--- config.mk ---
export PLATFORM = sky130hd
export DESIGN_NAME = matmul_ctrl
export DESIGN_NICKNAME = d
export VERILOG_FILES = /design/src/rtl/matmul_ctrl.sv
export SDC_FILE = /design/constraint.sdc
export NUM_CORES = 1
export LEC_CHECK = 0
export ABC_AREA = 1
export ABC_CLOCK_PERIOD_IN_PS = 2800
export BUFFER_PORTS_ARGS = -buffer_cell sky130_fd_sc_hd__clkbuf_2
export CAP_MARGIN = 20
export CORE_AREA = 4 4 52 54
export CTS_CLUSTER_DIAMETER = 150
export DETAILED_ROUTE_END_ITERATION = 7
export DIE_AREA = 0 0 56 58
export GPL_TIMING_DRIVEN = 0
export PLACE_DENSITY = 0.89
export SKIP_LAST_GASP = 1
export SLEW_MARGIN = 10
export SYNTH_ARGS = -nofsm -noshare
export SYNTH_HDL_FRONTEND = slang
export SYNTH_SLANG_ARGS = --single-unit
export TNS_END_PERCENT = 50
--- constraint.sdc ---
create_clock -name clk_i -period 2.8 [get_ports clk_i]
set_clock_uncertainty 0.2 [all_clocks]
set_input_delay 0.84 -clock clk_i [delete_from_list [all_inputs] [get_ports clk_i]]
set_output_delay 0.84 -clock clk_i [all_outputs]
set_load 0.02 [all_outputs]
--- src/rtl/matmul_ctrl.sv ---
// Systolic-array matmul sequencer: clear, optional bias read, skewed operand feed, drain, write-back.
// Outputs are registered from the next-state decode; starts outside IDLE are rejected with a pulse.
module matmul_ctrl #(
  parameter int MAX_DIM     = 4,
  parameter int SP_NTARGETS = 4,
  parameter int DRAIN_CYC   = 1,
  localparam int DW = $clog2(MAX_DIM),
  localparam int SW = $clog2(3*MAX_DIM-2),
  localparam int AW = $clog2(SP_NTARGETS)
) (
  input  logic          clk_i,
  input  logic          rst_ni,
  input  logic          start_i,
  input  logic [DW-1:0] dim_n_i,
  input  logic [DW-1:0] dim_k_i,
  input  logic [DW-1:0] dim_m_i,
  input  logic          bias_en_i,
  input  logic [AW-1:0] target_i,
  output logic          busy_o,
  output logic          done_o,
  output logic          start_err_o,
  output logic          clear_acc_o,
  output logic          sp_rd_en_o,
  output logic          feed_en_o,
  output logic [SW-1:0] feed_step_o,
  output logic          sp_wr_en_o,
  output logic [AW-1:0] sp_addr_o
);

  localparam logic [2:0] S_IDLE  = 3'd0;
  localparam logic [2:0] S_CLEAR = 3'd1;
  localparam logic [2:0] S_BIAS  = 3'd2;
  localparam logic [2:0] S_FEED  = 3'd3;
  localparam logic [2:0] S_DRAIN = 3'd4;
  localparam logic [2:0] S_WRITE = 3'd5;
  localparam logic [2:0] S_DONE  = 3'd6;

  logic [2:0]    state_q, state_d;
  logic [SW-1:0] cnt_q, cnt_d;
  logic [SW-1:0] last_q;
  logic          bias_q;
  logic [AW-1:0] addr_q;
  logic          accept;

  logic          busy_q, done_q, err_q, clear_q, rd_q, feed_q, wr_q;
  logic [SW-1:0] step_q;

  assign accept = (state_q == S_IDLE) && start_i;

  always_comb begin
    state_d = state_q;
    unique case (state_q)
      S_IDLE:  if (start_i) state_d = S_CLEAR;
      S_CLEAR: state_d = bias_q ? S_BIAS : S_FEED;
      S_BIAS:  state_d = S_FEED;
      S_FEED:  if (cnt_q == last_q) state_d = S_DRAIN;
      S_DRAIN: if (cnt_q == SW'(DRAIN_CYC-1)) state_d = S_WRITE;
      S_WRITE: state_d = S_DONE;
      S_DONE:  state_d = S_IDLE;
      default: state_d = S_IDLE;
    endcase
  end

  // Counter restarts on every state change; it serves both FEED steps and DRAIN cycles.
  always_comb begin
    cnt_d = '0;
    if ((state_d == state_q) && (state_q == S_FEED || state_q == S_DRAIN))
      cnt_d = cnt_q + SW'(1);
  end

  always_ff @(posedge clk_i or negedge rst_ni) begin
    if (!rst_ni) begin
      state_q <= S_IDLE;
      cnt_q   <= '0;
      last_q  <= '0;
      bias_q  <= 1'b0;
      addr_q  <= '0;
    end else begin
      state_q <= state_d;
      cnt_q   <= cnt_d;
      if (accept) begin
        // Last feed step is F-1 = n+k+m in the minus-one encoding, which always fits SW bits.
        last_q <= SW'(dim_n_i) + SW'(dim_k_i) + SW'(dim_m_i);
        bias_q <= bias_en_i;
        addr_q <= target_i;
      end
    end
  end

  always_ff @(posedge clk_i or negedge rst_ni) begin
    if (!rst_ni) begin
      busy_q  <= 1'b0;
      done_q  <= 1'b0;
      err_q   <= 1'b0;
      clear_q <= 1'b0;
      rd_q    <= 1'b0;
      feed_q  <= 1'b0;
      wr_q    <= 1'b0;
      step_q  <= '0;
    end else begin
      busy_q  <= (state_d != S_IDLE) && (state_d != S_DONE);
      done_q  <= (state_d == S_DONE);
      err_q   <= start_i && (state_q != S_IDLE);
      clear_q <= (state_d == S_CLEAR);
      rd_q    <= (state_d == S_BIAS);
      feed_q  <= (state_d == S_FEED);
      wr_q    <= (state_d == S_WRITE);
      step_q  <= (state_d == S_FEED) ? cnt_d : '0;
    end
  end

  assign busy_o      = busy_q;
  assign done_o      = done_q;
  assign start_err_o = err_q;
  assign clear_acc_o = clear_q;
  assign sp_rd_en_o  = rd_q;
  assign feed_en_o   = feed_q;
  assign feed_step_o = step_q;
  assign sp_wr_en_o  = wr_q;
  assign sp_addr_o   = addr_q;

endmodule

==> results.cfg <==
[global_route]
grt_overflow = 0
grt_use_met1_pct = 14.7
grt_use_met3_pct = 2.90
grt_antenna_before_repair = 0
grt.busiest_layer = met2
grt_max_degree = 26
grt_usage_pct = 13.8
grt_pass1_wl_mm = 3.59
use_met2_pct = 26.2
grt_pass1_vias = 884

[power_and_ir_drop]
vdd_drop_max_uv = 532
power_density_nw_per_um2 = 947
comb_power_share_pct = 47.1
seqPwrFrac_pct = 41.6
p_clk_share_pct = 11.4
p_leak_nw = 0.825
switching_share_pct = 43.9
internal_power_w = 0.000736
net-switching-power_w = 0.000575

[timing]
rsz0062_at_grt = no
hold_viol = 0
slew_headroom_pct = 61.3
setup_viol = 0
fin_tns_setup_ns = 0
post-route-min-period_ns = 2.12
period_share_pct = 75.6
fmax_mhz = 472
tightest_slew_ns = 0.580
drv_slew = 0

[placement]
port_buffers = 24
dp_hpwl_mm = 1.56
dp.cells = 183
place_congestion = 0.772

[drt]
num_vias = 845
drc = 0
vias_per_cell = 4.52
drtPass1Iterations = 4
dr.first_iter.drc_count = 12
final_antenna_net_count = 0
wl_per_cell_microns = 10.1
routed_wl_mm = 1.89

[min_path]
holdPathStages = 2
holdCritPathClass = reg -> reg
hp-start = sp_addr_o[1]
min_to = sp_addr_o[1]

[logic_synthesis]
ys_ff_latch = 25
synthDistinctLibCells = 20
syn_area_per_cell_sq_um = 9.18
synth_nets = 149
ys_warn_count = 0
seq_area_frac_synth_pct = 52.0
syn_area_sq_um = 1200
syn_inst = 131

[worst_setup_path]
ff2ff_setup_slack_ns = 1.16
worst-path-max-fanout = 1
critPathCaptureType = register
reg2reg_depth = 9
critPathRequiredTime_ns = 2.80
start_kind = input pin
worstReg2RegStart = cnt_q[0]
crit_arrival_ns = 2.12
rr_endpoint = feed_step_o[1]
criticalPathCategory = in -> reg

[clock_tree]
clockBufferDepth = 2
clk_pin_slew_ns = 0.12
cts_hold_buf = 0
cts_tree = yes
clock_latency_ns = 0.30
cts-buffers-inserted = 3
post-cts-setup-buffers = 0
cts_root_buf = clkbuf_4
cts_resized = 0
clock-sinks = 25
htreeDepth = 1

[floorplanning]
dieWidth_microns = 56
die-area_sq_um = 3250
initial_utilization_pct = 54.4
std_cell_rows = 17
die_y_microns = 58
ios = 25
fp.coreArea_sq_um = 2210

[finish]
syn_to_final_growth_pct = 15.1
drive_above_1_share_pct = 32.1
nFillCells = 185
antennaDiodeCount = 0
stdcell_count = 187
fin_nets = 178

[job]
maxCapViolations = 0

[run_status]
outcome = complete, no violations
## per-stage QoR
step | total power, W | utilization [%] | setup slack, ns | hold WS [ns] | instance area [sq um]
2_1_floorplan | 0.00103 | - | 0.486 | 0.250 | 1200
3_3_place_gp | 0.00115 | 61.4 | 0.389 | 0.267 | 1360
3_5_place_dp | 0.00118 | 61.4 | 0.349 | 0.267 | 1360
4_1_cts | 0.00133 | 62.6 | 0.682 | 0.305 | 1380
5_1_grt | 0.00144 | 62.6 | 0.598 | 0.327 | 1380
6_report | 0.00131 | 62.6 | 0.683 | 0.304 | 1380
## metal layers
metal / vias to the layer above / wire length, microns / share of wire, %
met5: - / 0 / 0
met4: 0 / 28 / 1.5
met3: 2 / 93 / 4.9
met2: 20 / 1010 / 53
met1: 375 / 755 / 40
li1: 448 / - / -
## power groups by stage
stage               combinational (W)  clock (W)  sequential, W
floorplan                    0.000425          0       0.000603
global placement             0.000602          0       0.000547
detailed placement           0.000622          0       0.000554
CTS                          0.000624   0.000156       0.000546
global route                 0.000707   0.000176       0.000561
finish                       0.000617   0.000149       0.000545
## area by class of cell
class                   instances  area (sq um)  area share, %
flip-flops and latches         25           626           45.2
multi-input cells              78           472           34.1
repair buffers                 24           120           8.68
inverters                      28           105           7.59
well taps                      28          35.0           2.53
clock buffers                   4          26.3           1.90
## critical path: stages
cell and delay (ns):
clkbuf_2 0.07, inv_1 0.04, fa_1 0.53, inv_1 0.05, ha_1 0.19, ha_1 0.29
nand2_1 0.06, o21ai_1 0.05
## Yosys cell counts (all sizes together)
library cell  count  area, sq um
a21boi            1         7.51
dfrtp            25          626
fa                2         40.0
ha                4         50.1
inv              28          105
nand2            42          175
nand3             7         57.6
nand4             1         6.26
nor2             14         87.6
nor3              1         10.0
o21ai             4         20.0
xor2              2         17.5
## sequential cells by signal, summed over array words and instances (netlist names)
signal / count
bias_q: 1
sp_addr_o: 2
state_q: 3
start_err_o: 1
feed_en_o: 1
last_q: 4
sp_wr_en_o: 1
busy_o: 1
sp_rd_en_o: 1
clear_acc_o: 1
done_o: 1
cnt_q: 4
feed_step_o: 4
## worst max-delay path by stage
stage	startpoint	end	slack (ns)	cells past startpoint
after floorplan	dim_n_i[1]	last_q[2]	0.49	7
after global placement	dim_n_i[1]	last_q[2]	0.39	8
after detailed placement	dim_n_i[1]	last_q[2]	0.35	8
after CTS	dim_n_i[1]	last_q[2]	0.68	8
after global routing	dim_n_i[1]	last_q[2]	0.60	8
final	dim_n_i[1]	last_q[2]	0.68	8
## cell families after synthesis
kind of cell / after synthesis / synth area share, %
AND/OR/NAND/NOR: 65 / 28.0
buffers and inverters: 28 / 8.74
flip-flops: 25 / 52.0
adder cells (fa/ha/maj): 6 / 7.49
AO/OA/AOI/OAI: 5 / 2.29
XOR/XNOR: 2 / 1.46
## cell usage in the layout, fill, tap and decap left out
master | synthesis | final
nand2_1 | 37 | 37
dfrtp_1 | 25 | 25
clkbuf_2 | 0 | 24
inv_1 | 21 | 21
inv_2 | 7 | 7
nor2_1 | 6 | 6
nor2_2 | 5 | 5
nand2_2 | 4 | 4
nand3_1 | 4 | 4
ha_1 | 4 | 4
nor2_4 | 3 | 3
o21ai_1 | 3 | 3
clkbuf_4 | 0 | 3
nand3_2 | 2 | 2
xor2_1 | 2 | 2
fa_1 | 2 | 2
nor3_2 | 1 | 1
nand2_4 | 1 | 1
nand3_4 | 1 | 1
nand4_1 | 1 | 1
a21boi_0 | 1 | 1
o21ai_0 | 1 | 1
clkbuf_1 | 0 | 1
Power figures use the tool's default switching activity.
